==> src/rtl/bus_handshake_transmitter.sv <==
// Source-domain side of a four-phase request/acknowledge bus crossing.
// A word accepted from the local producer is parked on bus_data and held
// stable while request is raised; the destination's acknowledge is brought
// in through a flop synchronizer and walks the FSM back to IDLE.
// STAGE_COUNT must be at least 2 for the synchronizer to be meaningful.
module bus_handshake_transmitter #(
  parameter int BUS_WIDTH   = 8,
  parameter int STAGE_COUNT = 2
) (
  input  logic                 clk,
  input  logic                 reset,
  input  logic [BUS_WIDTH-1:0] data_in,
  input  logic                 data_valid,
  output logic                 data_ready,
  input  logic                 ack_async,
  output logic                 request,
  output logic [BUS_WIDTH-1:0] bus_data,
  output logic                 protocol_error
);

  typedef enum logic [1:0] {
    IDLE,
    WAIT_ACK_HIGH,
    WAIT_ACK_LOW
  } state_t;

  state_t                 state;
  state_t                 state_next;
  logic [STAGE_COUNT-1:0] ack_chain;
  logic                   ack_sync;
  logic                   accept;

  assign ack_sync = ack_chain[STAGE_COUNT-1];
  assign accept   = data_valid && data_ready;

  // Shift the asynchronous acknowledge through the synchronizer chain
  always_ff @(posedge clk) begin
    if (reset) begin
      ack_chain <= '0;
    end else begin
      ack_chain <= {ack_chain[STAGE_COUNT-2:0], ack_async};
    end
  end

  // Handshake state register; reset aborts any transfer in flight
  always_ff @(posedge clk) begin
    if (reset) begin
      state <= IDLE;
    end else begin
      state <= state_next;
    end
  end

  // Next-state logic: accept a word, then wait for ack to rise and fall
  always_comb begin
    state_next = state;
    case (state)
      IDLE: begin
        if (accept) begin
          state_next = WAIT_ACK_HIGH;
        end
      end
      WAIT_ACK_HIGH: begin
        if (ack_sync) begin
          state_next = WAIT_ACK_LOW;
        end
      end
      WAIT_ACK_LOW: begin
        if (!ack_sync) begin
          state_next = IDLE;
        end
      end
      default: begin
        state_next = IDLE;
      end
    endcase
  end

  // Ready only when idle and the destination has fully released its ack
  always_comb begin
    data_ready = 1'b0;
    if (!reset && (state == IDLE) && !ack_sync) begin
      data_ready = 1'b1;
    end
  end

  // Launch register: capture the word and raise request on accept,
  // drop request once the acknowledge has been seen
  always_ff @(posedge clk) begin
    if (reset) begin
      request  <= 1'b0;
      bus_data <= '0;
    end else if (accept) begin
      request  <= 1'b1;
      bus_data <= data_in;
    end else if ((state == WAIT_ACK_HIGH) && ack_sync) begin
      request  <= 1'b0;
    end
  end

  // Sticky flag for an acknowledge that arrives with no request outstanding
  always_ff @(posedge clk) begin
    if (reset) begin
      protocol_error <= 1'b0;
    end else if ((state == IDLE) && ack_sync) begin
      protocol_error <= 1'b1;
    end
  end

endmodule

==> config.mk <==
export PLATFORM = sky130hd
export DESIGN_NAME = bus_handshake_transmitter
export DESIGN_NICKNAME = d
export VERILOG_FILES = /design/src/rtl/bus_handshake_transmitter.sv
export SDC_FILE = /design/constraint.sdc
export NUM_CORES = 1
export LEC_CHECK = 0
export ABC_CLOCK_PERIOD_IN_PS = 3610
export BUFFER_PORTS_ARGS = -buffer_cell sky130_fd_sc_hd__buf_2
export CAP_MARGIN = 20
export CORE_UTILIZATION = 45
export CTS_BUF_LIST = sky130_fd_sc_hd__clkbuf_16
export CTS_CLUSTER_SIZE = 30
export DETAILED_ROUTE_END_ITERATION = 10
export PLACE_DENSITY = 0.73
export SLEW_MARGIN = 20
export SYNTH_ARGS = -nofsm -noshare
export SYNTH_HDL_FRONTEND = slang
export SYNTH_SLANG_ARGS = --single-unit
==> constraint.sdc <==
create_clock -name clk -period 3.61 [get_ports clk]
set_clock_uncertainty 0.15 [all_clocks]
set_input_delay 0.361 -clock clk [delete_from_list [all_inputs] [get_ports clk]]
set_output_delay 0.361 -clock clk [all_outputs]
set_load 0.05 [all_outputs]
======== After elaboration in Yosys (flattened, before gate mapping) ========
Index checks and enable logic that the tools add are counted.
word-level totals
  register bits after elaboration ......... 14
  bits in latches ......................... 0
  memory bits (writable) .................. 0
  memory bits (read-only) ................. 0
  input bits .............................. 12
  output and inout bits ................... 11
  memories kept ........................... 0
cells by class
  add/subtract/negate cells ............... 0
  multipliers ............................. 0
  divide/modulo/power cells ............... 0
  $lt $le $gt $ge ......................... 0
  equality and inequality tests ........... 5
  shift-type cells ........................ 0
  muxes and demuxes ....................... 7
  bitwise logic cells ..................... 0
  reduce and logical (&&, ||, !) cells .... 10
operators by type and width
  cell                  count
  $mux W2               3
  $ne A2 B2 Y1 const B  3
  $pmux W2 S3           1
  $logic_and A1 B1 Y1   5
  $mux W1               3
  $reduce_and A3 Y1     1
  $eq A2 B1 Y1 const B  1
  $eq A2 B2 Y1 const B  1
  $logic_not A1 Y1      2
  $logic_not A2 Y1      1
  $reduce_bool A2 Y1    1

======== Logic depth before layout (Yosys ltp) ========
Gate-level depths: netlist of the first run.
  depth in word-level cells ............... 7
  gate-level depth with buffers ........... 5
  depth with buffers taken out ............ 3

======== Worst setup path before layout of the first run ========
OpenSTA, ideal clock, no wires.
  path kind ............................... flip-flop to output port
  start ................................... register state[1]
  end ..................................... output data_ready
  arrival ................................. 1.074 ns
  data required time ...................... 3.099 ns
  path slack .............................. 2.025 ns
  cell stages (with the launch flop) ...... 4
  path buffers ............................ 2
  cell sequence ........................... dfxtp_1 -> buf_6 -> nor4_4 -> buf_6
on the way
  cells in the longest elaborated chain, start to end .. 4
ends and longest elaborated chain
  what                               line  RTL
  start: declaration                 27    state_t state;
  start signal: assignment           50    state <= state_next;
  $logic_not A2 Y1                   82    if (!reset && (state == IDLE) && !ack_sync) begin
  $logic_and A1 B1 Y1 (2 in series)  82
  $mux W1                            82
  end: declaration                   14    output logic data_ready,
No other way between the ends.

======== Worst setup path in the final report of the first run ========
Same ends and word-level chain as after synthesis.

==> impl_metrics.py, run 1 <==
metrics = {
    "clock_network": {
        "cts_tree": "built",
        "post-cts-setup-buffer-count": 0,
        "ctsResizeCount": 0,
        "root_buffer": "clkbuf_16",
        "path_clk_slew_ns": 0.05,
        "clock_latency_ns": 0.24,
        "postCtsHoldBufs": 0,
        "cts.sinks": 14,
        "clockBufferDepth": 2,
        "numCtsBuffers": 3,
        "htreeDepth": 1,
    },
    "outcome": {
        "status": "completed",
    },
    "critical_path": {
        "crit_arrival_ns": 1.44,
        "r2r_cells": 4,
        "path_class": "reg -> out",
        "cp.required_ns": 3.10,
        "endpoint_kind": "output pin",
        "worstPathMaxFanout": 17,
        "crit_path_start_kind": "register",
    },
    "die": {
        "die_w_um": 38.50,
        "die_y_um": 38.50,
        "initial_utilization_pct": 51.18,
        "core_um2": 1171,
        "rows": 12,
        "dieArea_um2": 1482,
        "pin_count": 23,
    },
    "timing": {
        "period_needed_ns": 1.949,
        "worstMarginPinSlew_ns": 0.3060,
        "setup_tns_ns": 0,
        "final-setup-viol-count": 0,
        "hold_viol": 0,
        "fmax_mhz": 513.2,
        "final-max-slew-violation-count": 0,
        "whs_ns": 0.1874,
        "max-slew-margin-rel_pct": 79.60,
        "rsz0062_at_grt": "no",
        "finalCritPeriodShare_pct": 53.98,
    },
    "route": {
        "drc_errors": 0,
        "postRouteAntennaNets": 0,
        "drt_iter0_drc": 4,
        "firstDrtPassIters": 2,
        "routed_via_density": 5.074,
        "wirelength_um": 985,
        "vias": 477,
        "wire_per_inst_um": 10.48,
    },
    "power_and_ir_drop": {
        "p_leak_uw": 0.0003404,
        "p_total_uw": 456.4,
        "power_density_nw_per_um2": 601.0,
        "ir_drop_mv": 0.3691,
    },
    "yosys": {
        "syn_inst": 58,
        "yosysUniqueCellTypes": 19,
        "yosysWarnings": 0,
        "ys_ff_latch": 14,
        "synth_area_um2": 599.3,
        "syn_nets": 70,
        "ys_seq_area_share_pct": 46.76,
        "syn_area_per_cell_um2": 10.33,
    },
    "flow_run": {
        "max_cap_viol_count": 0,
    },
    "global_route": {
        "busiest_layer": "met2",
        "grt_max_degree": 19,
        "gr-usage-met2_pct": 20.42,
        "grt-ovfl-total": 0,
        "use_met3_pct": 8.721,
        "grt_use_total_pct": 13.92,
        "first_global_vias": 346,
        "use_met1_pct": 16.19,
        "antenna_found_initial": 0,
        "grt_pass1_wl_um": 1373,
    },
    "min_path": {
        "whs_path_depth": 2,
        "hp-class": "in -> reg",
    },
    "final_layout": {
        "antenna_cells": 0,
        "fillCellCount": 113,
        "drive_above_1_share_pct": 43.75,
        "final_cell_area_um2": 759.5,
        "nNetsFinal": 93,
        "area_growth_pct": 26.72,
        "stdcell_count": 94,
    },
    "placed_design": {
        "postPlaceCellArea_um2": 680.7,
        "io_buffers": 22,
        "routabilityCongestion": 0.6018,
        "placed_cells": 90,
    },
}
[per-layer routing]
layer  vias up  wire [um]
li1        246          -
met1       213        479
met2        18        442
met3         0         63
met4         0          0
met5         -          0
[cells in the mapped netlist, drive strengths merged]
| cell | n | share of area (%) |
|---|---|---|
| dfxtp | 14 | 47 |
| a21oi | 9 | 8.1 |
| a31o | 8 | 12 |
| nand2b | 8 | 8.4 |
| clkbuf | 3 | 5.2 |
| nor2 | 3 | 1.9 |
| buf | 2 | 3.8 |
| nor2b | 2 | 2.1 |
| nor3b | 2 | 2.5 |
| nor4 | 2 | 4.6 |
| inv | 1 | 0.63 |
| nor3 | 1 | 0.83 |
| o21ai | 1 | 0.83 |
| o21bai | 1 | 1.3 |
| xnor2 | 1 | 1.5 |
[cell usage in the layout (no fill, tap or decap), types with 2 or more instances in the layout]
cell / count
clkbuf_16: 3
nor2b_1: 2
a21oi_1: 8
buf_2: 22
nor3b_1: 2
dfxtp_1: 14
nor2_1: 3
a31o_2: 7
nand2b_1: 8
[logic make-up (layout without fill, tap and decap cells)]
kind of cell,count (synthesis),count (layout),synth area share [%]
AO/OA/AOI/OAI,19,19,21.92
AND/OR/NAND/NOR,18,18,20.25
flip-flops,14,14,46.76
buffers and inverters,6,28,9.602
XOR/XNOR,1,1,1.462
[power breakdown]
group | internal [uW] | total [uW] | switching [uW]
Clock | 146 | 209 | 62.4
Combinational | 24.6 | 75.8 | 51.2
Sequential | 165 | 172 | 6.42
[critical path, cell delays in order, from the launching register on]
cell and delay (ns):
dfxtp_1 0.37, nor4_4 0.28, buf_4 0.25, buf_2 0.29
[layout make-up]
| class | count | area, um^2 | share of cell area [%] |
|---|---|---|---|
| multi-input combinational | 38 | 261.5 | 34.43 |
| clock buffer | 3 | 75.07 | 9.885 |
| timing repair buffer | 23 | 117.6 | 15.49 |
| clock inverter | 1 | 3.754 | 0.4942 |
| sequential | 14 | 280.3 | 36.90 |
| tap | 14 | 17.52 | 2.306 |
| inverter | 1 | 3.754 | 0.4942 |
[worst paths after layout]
kind,startpoint,to,slack [ns]
max,state[1]$_SDFFE_PP0P_,data_ready,1.66
min,ack_async,ack_chain[0]$_SDFF_PP0_,0.19
max reg2reg,state[1]$_SDFFE_PP0P_,bus_data[1]$_SDFFE_PP0P_,2.14
min reg2reg,ack_chain[0]$_SDFF_PP0_,ack_chain[1]$_SDFF_PP0_,0.30
[per-stage QoR]
stage          setup slack (ns)  util, %
2_1_floorplan             2.025        -
3_5_place_dp              1.871    58.12
3_3_place_gp              1.879    58.12
6_report                  1.661    64.85
5_1_grt                   1.576    64.85
4_1_cts                   1.660    64.85
[sequential cells by signal, indices dropped and copies added (netlist names)]
register / cells
state: 2
bus_data: 8
request: 1
protocol_error: 1
ack_chain: 2
(Power assumes the default switching activity.)
==> run 2, diff against run 1 <==
--- a/config.mk
+++ b/config.mk
@@ -5,14 +5,15 @@
 export SDC_FILE = /design/constraint.sdc
 export NUM_CORES = 1
 export LEC_CHECK = 0
-export ABC_CLOCK_PERIOD_IN_PS = 3610
+export ABC_CLOCK_PERIOD_IN_PS = 1590
 export BUFFER_PORTS_ARGS = -buffer_cell sky130_fd_sc_hd__buf_2
 export CAP_MARGIN = 20
-export CORE_UTILIZATION = 45
+export CORE_ASPECT_RATIO = 1.1
+export CORE_UTILIZATION = 41
 export CTS_BUF_LIST = sky130_fd_sc_hd__clkbuf_16
 export CTS_CLUSTER_SIZE = 30
 export DETAILED_ROUTE_END_ITERATION = 10
-export PLACE_DENSITY = 0.73
+export PLACE_DENSITY = 0.71
 export SLEW_MARGIN = 20
 export SYNTH_ARGS = -nofsm -noshare
 export SYNTH_HDL_FRONTEND = slang
==> constraint.sdc (replaced) <==
create_clock -name clk -period 1.59 [get_ports clk]
set_clock_uncertainty 0.15 [all_clocks]
set_input_delay 0.159 -clock clk [delete_from_list [all_inputs] [get_ports clk]]
set_output_delay 0.159 -clock clk [all_outputs]
set_load 0.05 [all_outputs]
==> run 2 against run 1 <==
Effect of this change: total power rose by 130%; largest power group unchanged; largest cell class unchanged; sequential share of layout area decreased by 4.7 points; clock power grew 120%; critical path depth unchanged; flip-flop and latch count unchanged; via count grew 9.9%; first-iteration DRC count grew to 2.5 times the previous value.
==> impl_metrics.py, run 2 (synthesis results as in run 1) <==
metrics = {
    "final_layout": {
        "stdcell_count": 107,
        "mostFrequentLayoutCell": "buf_2",
        "antenna_cells": 0,
        "utilization_pct": 63.74,
        "drive_above_1_share_pct": 45.05,
        "layout_common_cells": "buf_2 (22), dfxtp_1 (14), nand2b_1 (8), a21oi_1 (8), a31o_2 (7)",
        "top_register": "bus_data",
        "reg.largest.list": "bus_data x8, ack_chain x2, state x2",
        "largest_reg_flops": 8,
        "area_growth_pct": 45.30,
        "nNetsFinal": 105,
    },
    "critical_path": {
        "path_common_cell": "buf_6",
        "endpoint_kind": "output pin",
        "cp_cell_sequence": "nor4_4, buf_6, buf_6",
        "critPathTopFamily": "flip-flops",
        "cp_slowest_cell": "dfxtp_1",
        "worstPathMaxFanout": 5,
        "crit_buf_inv": 2,
        "path_class": "reg -> out",
        "cp.required_ns": 1.28,
        "crit_arrival_ns": 1.25,
        "crit_path_start_kind": "register",
        "slowest_delay_ns": 0.37,
    },
    "route": {
        "drt_iter0_drc": 10,
        "wirelength_um": 1198,
        "routed_via_density": 4.897,
        "firstDrtPassIters": 4,
        "drc_errors": 0,
        "postRouteAntennaNets": 0,
        "wire_per_inst_um": 11.20,
        "vias": 524,
    },
    "power_and_ir_drop": {
        "p_leak_uw": 0.0003955,
        "power_density_nw_per_um2": 1212,
        "ir_drop_mv": 0.6124,
    },
    "global_route": {
        "first_global_vias": 463,
        "antenna_found_initial": 0,
        "grt_max_degree": 19,
        "grt_use_total_pct": 16.32,
        "grt_pass1_wl_um": 1835,
        "grt-ovfl-total": 0,
    },
    "timing": {
        "final-setup-viol-count": 0,
        "max-slew-margin-rel_pct": 80.07,
        "finalCritPeriodShare_pct": 98.29,
        "fmax_mhz": 639.9,
        "hold_viol": 0,
        "worstMarginPinSlew_ns": 0.2990,
        "period_needed_ns": 1.563,
        "final-max-slew-violation-count": 0,
    },
    "die": {
        "die_w_um": 38.46,
        "rows": 14,
        "initial_utilization_pct": 43.86,
        "pin_count": 23,
        "core_um2": 1366,
        "dieArea_um2": 1619,
        "die_y_um": 42.10,
    },
    "placed_design": {
        "routabilityCongestion": 0.7794,
        "place_hpwl_um": 728.3,
        "io_buffers": 22,
        "placed_cells": 94,
    },
    "clock_network": {
        "htreeDepth": 1,
        "numCtsBuffers": 3,
        "cts_tree": "built",
        "clockBufferDepth": 2,
        "cts.sinks": 14,
        "clock_latency_ns": 0.24,
        "path_clk_slew_ns": 0.05,
        "root_buffer": "clkbuf_16",
    },
    "flow_run": {
        "max_cap_viol_count": 0,
    },
    "outcome": {
        "status": "completed",
    },
    "min_path": {
        "hp-class": "in -> reg",
    },
}
==> run 2: cell types whose count changed in the layout (fill, tap and decap cells not counted), sizes merged <==
cell         change
clkinv           -1
buf              +6
dlygate4sd3      +6
==> run 2: path summary, 6_finish.rpt <==
path	from	to	slack [ns]	depth (start not counted)
hold reg to reg	ack_chain[0]$_SDFF_PP0_	ack_chain[1]$_SDFF_PP0_	0.29	1
setup reg to reg	state[0]$_SDFFE_PP0P_	bus_data[4]$_SDFFE_PP0P_	0.05	5
setup / recovery	state[0]$_SDFFE_PP0P_	data_ready	0.03	3
hold / removal	data_in[7]	bus_data[7]$_SDFFE_PP0P_	0.007	2
==> run 2: area by class of cell <==
| cell class | count | area, um^2 |
|---|---|---|
| Inverter | 1 | 3.754 |
| Sequential cell | 14 | 280.3 |
| Fill cell | 110 | 495.5 |
| Multi-Input combinational cell | 38 | 261.5 |
| Timing Repair Buffer | 35 | 230.2 |
| Clock buffer | 3 | 75.07 |
| Tap cell | 16 | 20.02 |
==> run 2: power by group <==
part,leakage (uW),internal (uW),switching (uW),total (uW)
sequential,0.000115,376,15.3,391
combinational,0.000243,82.8,124,207
clock,0.0000370,328,129,457
==> run 2: timing repair <==
item / 4_1_cts / 5_1_grt
hold buffers: 6 / 0
endpoints found under the hold margin: 6 / 0
setup endpoints to repair: 1 / 1
pin swaps: 1 / 0
gates cloned: 0 / 1
buffers inserted: 1 / 2
gates resized for setup: 3 / 0
==> run 2: routing by layer <==
metal	up-vias	share of wire, %	global-route usage [%]
met4	0	0	8.276
li1	270	-	-
met3	0	4.8	6.383
met2	17	49	24.75
met1	237	46	19.46
met5	-	0	0
==> run 2: per-stage QoR <==
stage / cell area (um^2) / setup slack (ns) / hold slack [ns] / setup TNS, ns / power (uW)
3_3_place_gp: 698.2 / 0.1569 / 0.2223 / 0 / 573.3
2_1_floorplan: 599.3 / 0.01309 / 0.1372 / 0 / 535.3
5_1_grt: 870.8 / -0.0009489 / 0.005707 / -0.0009489 / 1099
3_5_place_dp: 698.2 / 0.1386 / 0.2297 / 0 / 576.0
6_report: 870.8 / 0.02719 / 0.007276 / 0 / 1055
4_1_cts: 850.8 / 0.02090 / 0.005997 / 0 / 1057
